**config.mk**
```make
export PLATFORM = sky130hd
export DESIGN_NAME = mem_stage
export DESIGN_NICKNAME = d
export VERILOG_FILES = /design/src/rtl/mem_stage.sv
export SDC_FILE = /design/constraint.sdc
export NUM_CORES = 1
export LEC_CHECK = 0
export CAP_MARGIN = 0
export CORE_MARGIN = 2
export CORE_UTILIZATION = 39
export CTS_CLUSTER_DIAMETER = 30
export DETAILED_ROUTE_END_ITERATION = 8
export PLACE_DENSITY = 0.84
export SLEW_MARGIN = 15
export SYNTH_ARGS = -nofsm -noshare
export SYNTH_HDL_FRONTEND = slang
export SYNTH_SLANG_ARGS = --single-unit
```
**constraint.sdc**
```tcl
create_clock -name clk -period 1.61 [get_ports clk]
set_clock_uncertainty 0.15 [all_clocks]
set_input_delay 0.2415 -clock clk [delete_from_list [all_inputs] [get_ports clk]]
set_output_delay 0.2415 -clock clk [all_outputs]
set_load 0.02 [all_outputs]
```
**src/rtl/mem_stage.sv**
```systemverilog
// Memory pipeline stage: passes ALU results through and performs single-beat LW/SW
// handshakes with data memory. Optional access timeout enabled by MEM_TIMEOUT_EN.
module mem_stage #(
  parameter int REG_LENGTH     = 32,
  parameter int REG_ADDR_LEN   = 5,
  parameter int TIMEOUT_CYCLES = 16
) (
  input  logic                    clk,
  input  logic                    rst,
  input  logic [REG_LENGTH-1:0]   regcData_i,
  input  logic [REG_ADDR_LEN-1:0] regcAddr_i,
  input  logic                    regcWr_i,
  input  logic [1:0]              memOp_i,
  input  logic [REG_LENGTH-1:0]   memWData_i,
  input  logic [REG_LENGTH-1:0]   memRData,
  input  logic                    memAck,
  output logic                    memReq,
  output logic                    memWe,
  output logic [REG_LENGTH-1:0]   memAddr,
  output logic [REG_LENGTH-1:0]   memWData,
  output logic [REG_LENGTH-1:0]   regcData,
  output logic [REG_ADDR_LEN-1:0] regcAddr,
  output logic                    regcWr,
  output logic                    stall,
  output logic                    memErr
);

  typedef enum logic [0:0] {IDLE = 1'b0, ACCESS = 1'b1} state_t;

  state_t                  state_r;
  state_t                  state_nxt_s;
  logic                    start_s;
  logic                    done_s;
  logic                    mem_req_r;
  logic                    mem_we_r;
  logic [REG_LENGTH-1:0]   mem_addr_r;
  logic [REG_LENGTH-1:0]   mem_wdata_r;
  logic [REG_LENGTH-1:0]   regc_data_r;
  logic [REG_ADDR_LEN-1:0] regc_addr_r;
  logic                    regc_wr_r;
  logic [REG_ADDR_LEN-1:0] pend_addr_r;
  logic                    pend_wr_r;

`ifdef MEM_TIMEOUT_EN
  localparam int CNT_W = $clog2(TIMEOUT_CYCLES + 1);
  logic [CNT_W-1:0] to_cnt_r;
  logic             abort_s;
  logic             mem_err_r;
`endif

  // Next-state decode; a same-edge ack always wins over the timeout abort
  always_comb begin
    state_nxt_s = state_r;
    start_s     = 1'b0;
    done_s      = 1'b0;
`ifdef MEM_TIMEOUT_EN
    abort_s     = 1'b0;
`endif
    case (state_r)
      IDLE: begin
        if ((memOp_i == 2'b01) || (memOp_i == 2'b10)) begin
          start_s     = 1'b1;
          state_nxt_s = ACCESS;
        end else begin
          state_nxt_s = IDLE;
        end
      end
      ACCESS: begin
        if (memAck) begin
          done_s      = 1'b1;
          state_nxt_s = IDLE;
`ifdef MEM_TIMEOUT_EN
        end else if (to_cnt_r == CNT_W'(TIMEOUT_CYCLES - 1)) begin
          abort_s     = 1'b1;
          state_nxt_s = IDLE;
`endif
        end else begin
          state_nxt_s = ACCESS;
        end
      end
      default: state_nxt_s = IDLE;
    endcase
  end

  // State register
  always_ff @(posedge clk or negedge rst) begin
    if (!rst) begin
      state_r <= IDLE;
    end else begin
      state_r <= state_nxt_s;
    end
  end

  // Request, captured access and writeback registers
  always_ff @(posedge clk or negedge rst) begin
    if (!rst) begin
      mem_req_r   <= 1'b0;
      mem_we_r    <= 1'b0;
      mem_addr_r  <= '0;
      mem_wdata_r <= '0;
      regc_data_r <= '0;
      regc_addr_r <= '0;
      regc_wr_r   <= 1'b0;
      pend_addr_r <= '0;
      pend_wr_r   <= 1'b0;
    end else begin
      mem_req_r <= (state_nxt_s == ACCESS);
      if (start_s) begin
        mem_addr_r  <= {regcData_i[REG_LENGTH-1:2], 2'b00};
        mem_we_r    <= (memOp_i == 2'b10);
        mem_wdata_r <= memWData_i;
        pend_addr_r <= regcAddr_i;
        pend_wr_r   <= regcWr_i;
        regc_wr_r   <= 1'b0;
      end else if (state_r == IDLE) begin
        regc_data_r <= regcData_i;
        regc_addr_r <= regcAddr_i;
        regc_wr_r   <= regcWr_i;
      end else if (done_s && !mem_we_r) begin
        regc_data_r <= memRData;
        regc_addr_r <= pend_addr_r;
        regc_wr_r   <= pend_wr_r;
      end else begin
        // stores, aborts and waiting cycles never write back
        regc_wr_r   <= 1'b0;
      end
    end
  end

`ifdef MEM_TIMEOUT_EN
  // Counts ACCESS cycles without ack; error flag pulses for one cycle on abort
  always_ff @(posedge clk or negedge rst) begin
    if (!rst) begin
      to_cnt_r  <= '0;
      mem_err_r <= 1'b0;
    end else begin
      mem_err_r <= abort_s;
      if (start_s) begin
        to_cnt_r <= '0;
      end else if ((state_r == ACCESS) && !memAck) begin
        to_cnt_r <= to_cnt_r + CNT_W'(1);
      end else begin
        to_cnt_r <= to_cnt_r;
      end
    end
  end

  assign memErr = mem_err_r;
`else
  assign memErr = 1'b0;
`endif

  assign stall    = (state_r == ACCESS);
  assign memReq   = mem_req_r;
  assign memWe    = mem_we_r;
  assign memAddr  = mem_addr_r;
  assign memWData = mem_wdata_r;
  assign regcData = regc_data_r;
  assign regcAddr = regc_addr_r;
  assign regcWr   = regc_wr_r;

endmodule

```
==> flow_metrics.py <==
metrics = {
    "run_status": {
        "status": "complete, but fails checks",
        "violations": "setup timing",
    },
    "critical_path": {
        "crit_path_top_delay_cell": "dfrtp_2",
        "crit_arrival_ns": 1.74,
        "cp-start-kind": "flop",
        "worstSetupStartpoint": "memReq$_DFF_PN0_",
        "critPathMaxFanout": 7,
        "reg2reg_from": "memReq$_DFF_PN0_",
        "slowest_delay_ns": 0.42,
        "path_cells": "buf_6 > nor2_4 > buf_12 > buf_12 > buf_16 > mux2_4",
        "cp_data_required_time_ns": 1.70,
        "end_kind": "flop",
        "path_class": "flop to flop",
        "crit_top_cell": "buf_12",
    },
    "clock_network": {
        "cts_buffer_depth": 2,
        "path_clk_slew_ns": 0.07,
        "cts_root_buf": "clkbuf_16",
        "cts_tree": "yes",
        "htree_levels": 3,
        "clk_latency_ns": 0.35,
        "numCtsBuffers": 9,
        "clock_sinks": 108,
    },
    "pwr": {
        "power_mw": 12.55,
        "combPwrFrac_pct": 47.1,
        "switching_share_pct": 37.02,
        "pwr-share-clk_pct": 18.3,
        "leakagePower_nw": 3.613,
        "p_switching_mw": 4.646,
        "irDropWorstVdd_uv": 762.5,
        "powerDensity_nw_per_um2": 1547,
        "seq_power_share_pct": 34.6,
        "p_int_mw": 7.905,
    },
    "final_layout": {
        "syn_to_final_growth_pct": 62.94,
        "nets": 702,
        "postLayoutCoreUtil_pct": 64.56,
        "instances_no_fill": 771,
        "antennaDiodeCount": 0,
        "finalInstanceArea_um2": 8114,
        "layout-drive-gt1-share_pct": 26.38,
        "nFillCells": 962,
    },
    "global_route": {
        "grt_pass1_vias": 4597,
        "grt_pass1_wl_um": 24340,
        "grt_usage_pct": 23.50,
        "grt_overflow": 0,
        "grt_start_max_net_pins": 44,
        "antenna_found_initial": 0,
    },
    "sta": {
        "finalHoldViolCount": 0,
        "fin_ws_ns": -0.04028,
        "period_needed_ns": 1.650,
        "finalCritPeriodShare_pct": 102.5,
        "drv_slew": 0,
        "finalSetupViolCount": 19,
        "fin_tns_setup_ns": -0.5355,
        "rsz0062_at_grt": "true",
        "max_freq_mhz": 606.0,
        "hold_ws_ns": 0.2057,
    },
    "logic_synthesis": {
        "syn_area_per_cell_um2": 13.31,
        "yosysTopAreaCell": "dfrtp_1",
        "synth_area_leaders": "dfrtp_1 54%, mux2_2 13%, nor4bb_1 7.4%",
        "synth_cell_types": 22,
        "syn_area_um2": 4980,
        "async_flop_share_pct": 100.0,
        "ys_seq_area_share_pct": 54.27,
        "synth_top_flop_cell": "dfrtp_1",
        "ys_ff_latch": 108,
        "synth-edff-count": 0,
        "synth_top_area_share_pct": 54.27,
        "yosysWarnings": 0,
        "synthCells": 374,
    },
    "die": {
        "start_util_pct": 39.62,
        "fp.coreArea_um2": 12570,
        "io_pins": 213,
        "dieArea_um2": 13690,
        "fp.dieW_um": 117,
        "die_h_um": 117,
        "rows": 41,
    },
    "routing": {
        "wirelength_um": 16000,
        "via_per_inst": 5.224,
        "ant_nets": 0,
        "wl_per_cell_um": 20.75,
        "drt-pass1-iter-count": 4,
        "vias": 4028,
        "drc": 0,
        "first_iter_violations": 230,
    },
    "place": {
        "place.detailed.hpwl_um": 10210,
        "place_area_um2": 7335,
        "placedCellCount": 738,
        "io_buffers": 209,
        "globalplace.congestion": 0.7636,
        "dp_slack_ns": -0.6797,
    },
    "job": {
        "cap_violations": 0,
    },
    "min_path": {
        "hp-class": "input port to async pin",
    },
}
-- logic make-up after synthesis --
group                      share of synthesized area, %
other                                           0.07530
buffers and inverters                             7.110
AOI/OAI and AO/OA                                 9.297
adders and majority gates                        0.2512
muxes                                             15.58
and+or+nand+nor                                   13.42
DFF                                               54.27
-- cell type report --
cell class                      instances  area (um^2)  area share (%)
Clock buffer                           12        256.5           3.161
Clock inverter                          4        47.55          0.5860
Inverter                               40        150.1           1.850
Sequential cell                       108         2704           33.32
Timing Repair Buffer                  246         2510           30.93
Tap cell                              172        215.2           2.652
Multi-Input combinational cell        189         2231           27.49
-- critical path, delay by kind of cell, from the launching register on --
kind	cells	cell delay [ns]
buf+inv	4	0.53
flops	1	0.42
mux	1	0.30
simple gates	1	0.12
-- Yosys cell counts (7+ instances only) --
master / count
clkbuf_1: 11
buf_2: 18
nor4bb_1: 37
mux2_2: 59
nor3b_1: 37
inv_1: 40
a311oi_1: 17
dfrtp_1: 108
buf_4: 7
a311oi_2: 20
mux2_1: 9
-- power groups by stage --
stage	Sequential [mW]	Combinational, mW	Clock, mW
6_report	4.34	5.91	2.30
3_5_place_dp	4.40	5.84	0
3_3_place_gp	4.33	5.68	0
4_1_cts	4.32	5.74	2.32
5_1_grt	4.47	6.27	2.45
2_1_floorplan	5.53	1.75	0
-- repair_timing --
item / CTS / global route
endpoints found under the setup margin: 210 / 92
gates resized for setup: 157 / 36
hold buffers: 1 / 0
pin swaps: 1 / 1
cloned: 6 / 1
hold endpoints to repair: 72 / 0
buffers inserted: 10 / 2
-- cells in the final DEF (no fill, tap or decap), types with 2 or more instances in the layout --
master,n
clkdlybuf4s50_1,103
mux2_4,54
nor3b_1,37
a311oi_1,10
buf_6,6
inv_1,39
clkinv_2,2
buf_16,4
dfrtp_1,107
mux2_2,14
buf_12,12
nor4bb_2,3
clkbuf_8,2
conb_1,3
dlygate4sd2_1,103
nor4bb_1,33
clkbuf_16,10
a311oi_2,27
buf_4,15
-- flip-flops by register name (all words and copies together), names as in the netlist --
signal and count:
memWData 32, regcData 32, memAddr 30, pend_addr_r 5
regcAddr 5, memReq 1, memWe 1, pend_wr_r 1
regcWr 1
-- metal layers --
metal | wire length (um) | track usage, % | vias to the layer above
met5 | 0 | 0 | -
met4 | 416 | 10.75 | 0
met3 | 1092 | 6.025 | 28
met2 | 8091 | 40.58 | 168
met1 | 6398 | 27.58 | 2032
li1 | - | - | 1800
-- worst paths after layout --
path                                            to  slack [ns]  depth (start not counted)
max in group asynchronous         memReq$_DFF_PN0_        0.58                          3
min in group clk             pend_wr_r$_DFFE_PN0P_        0.31                          3
min reg2reg                 memAddr[4]$_DFFE_PN0P_        0.35                          1
max                        memWData[7]$_DFFE_PN0P_       -0.04                          6
min                         memAddr[8]$_DFFE_PN0P_        0.21                          2
max reg2reg                memWData[7]$_DFFE_PN0P_       -0.04                          6
Note: power is estimated with default switching activity, not from simulation.
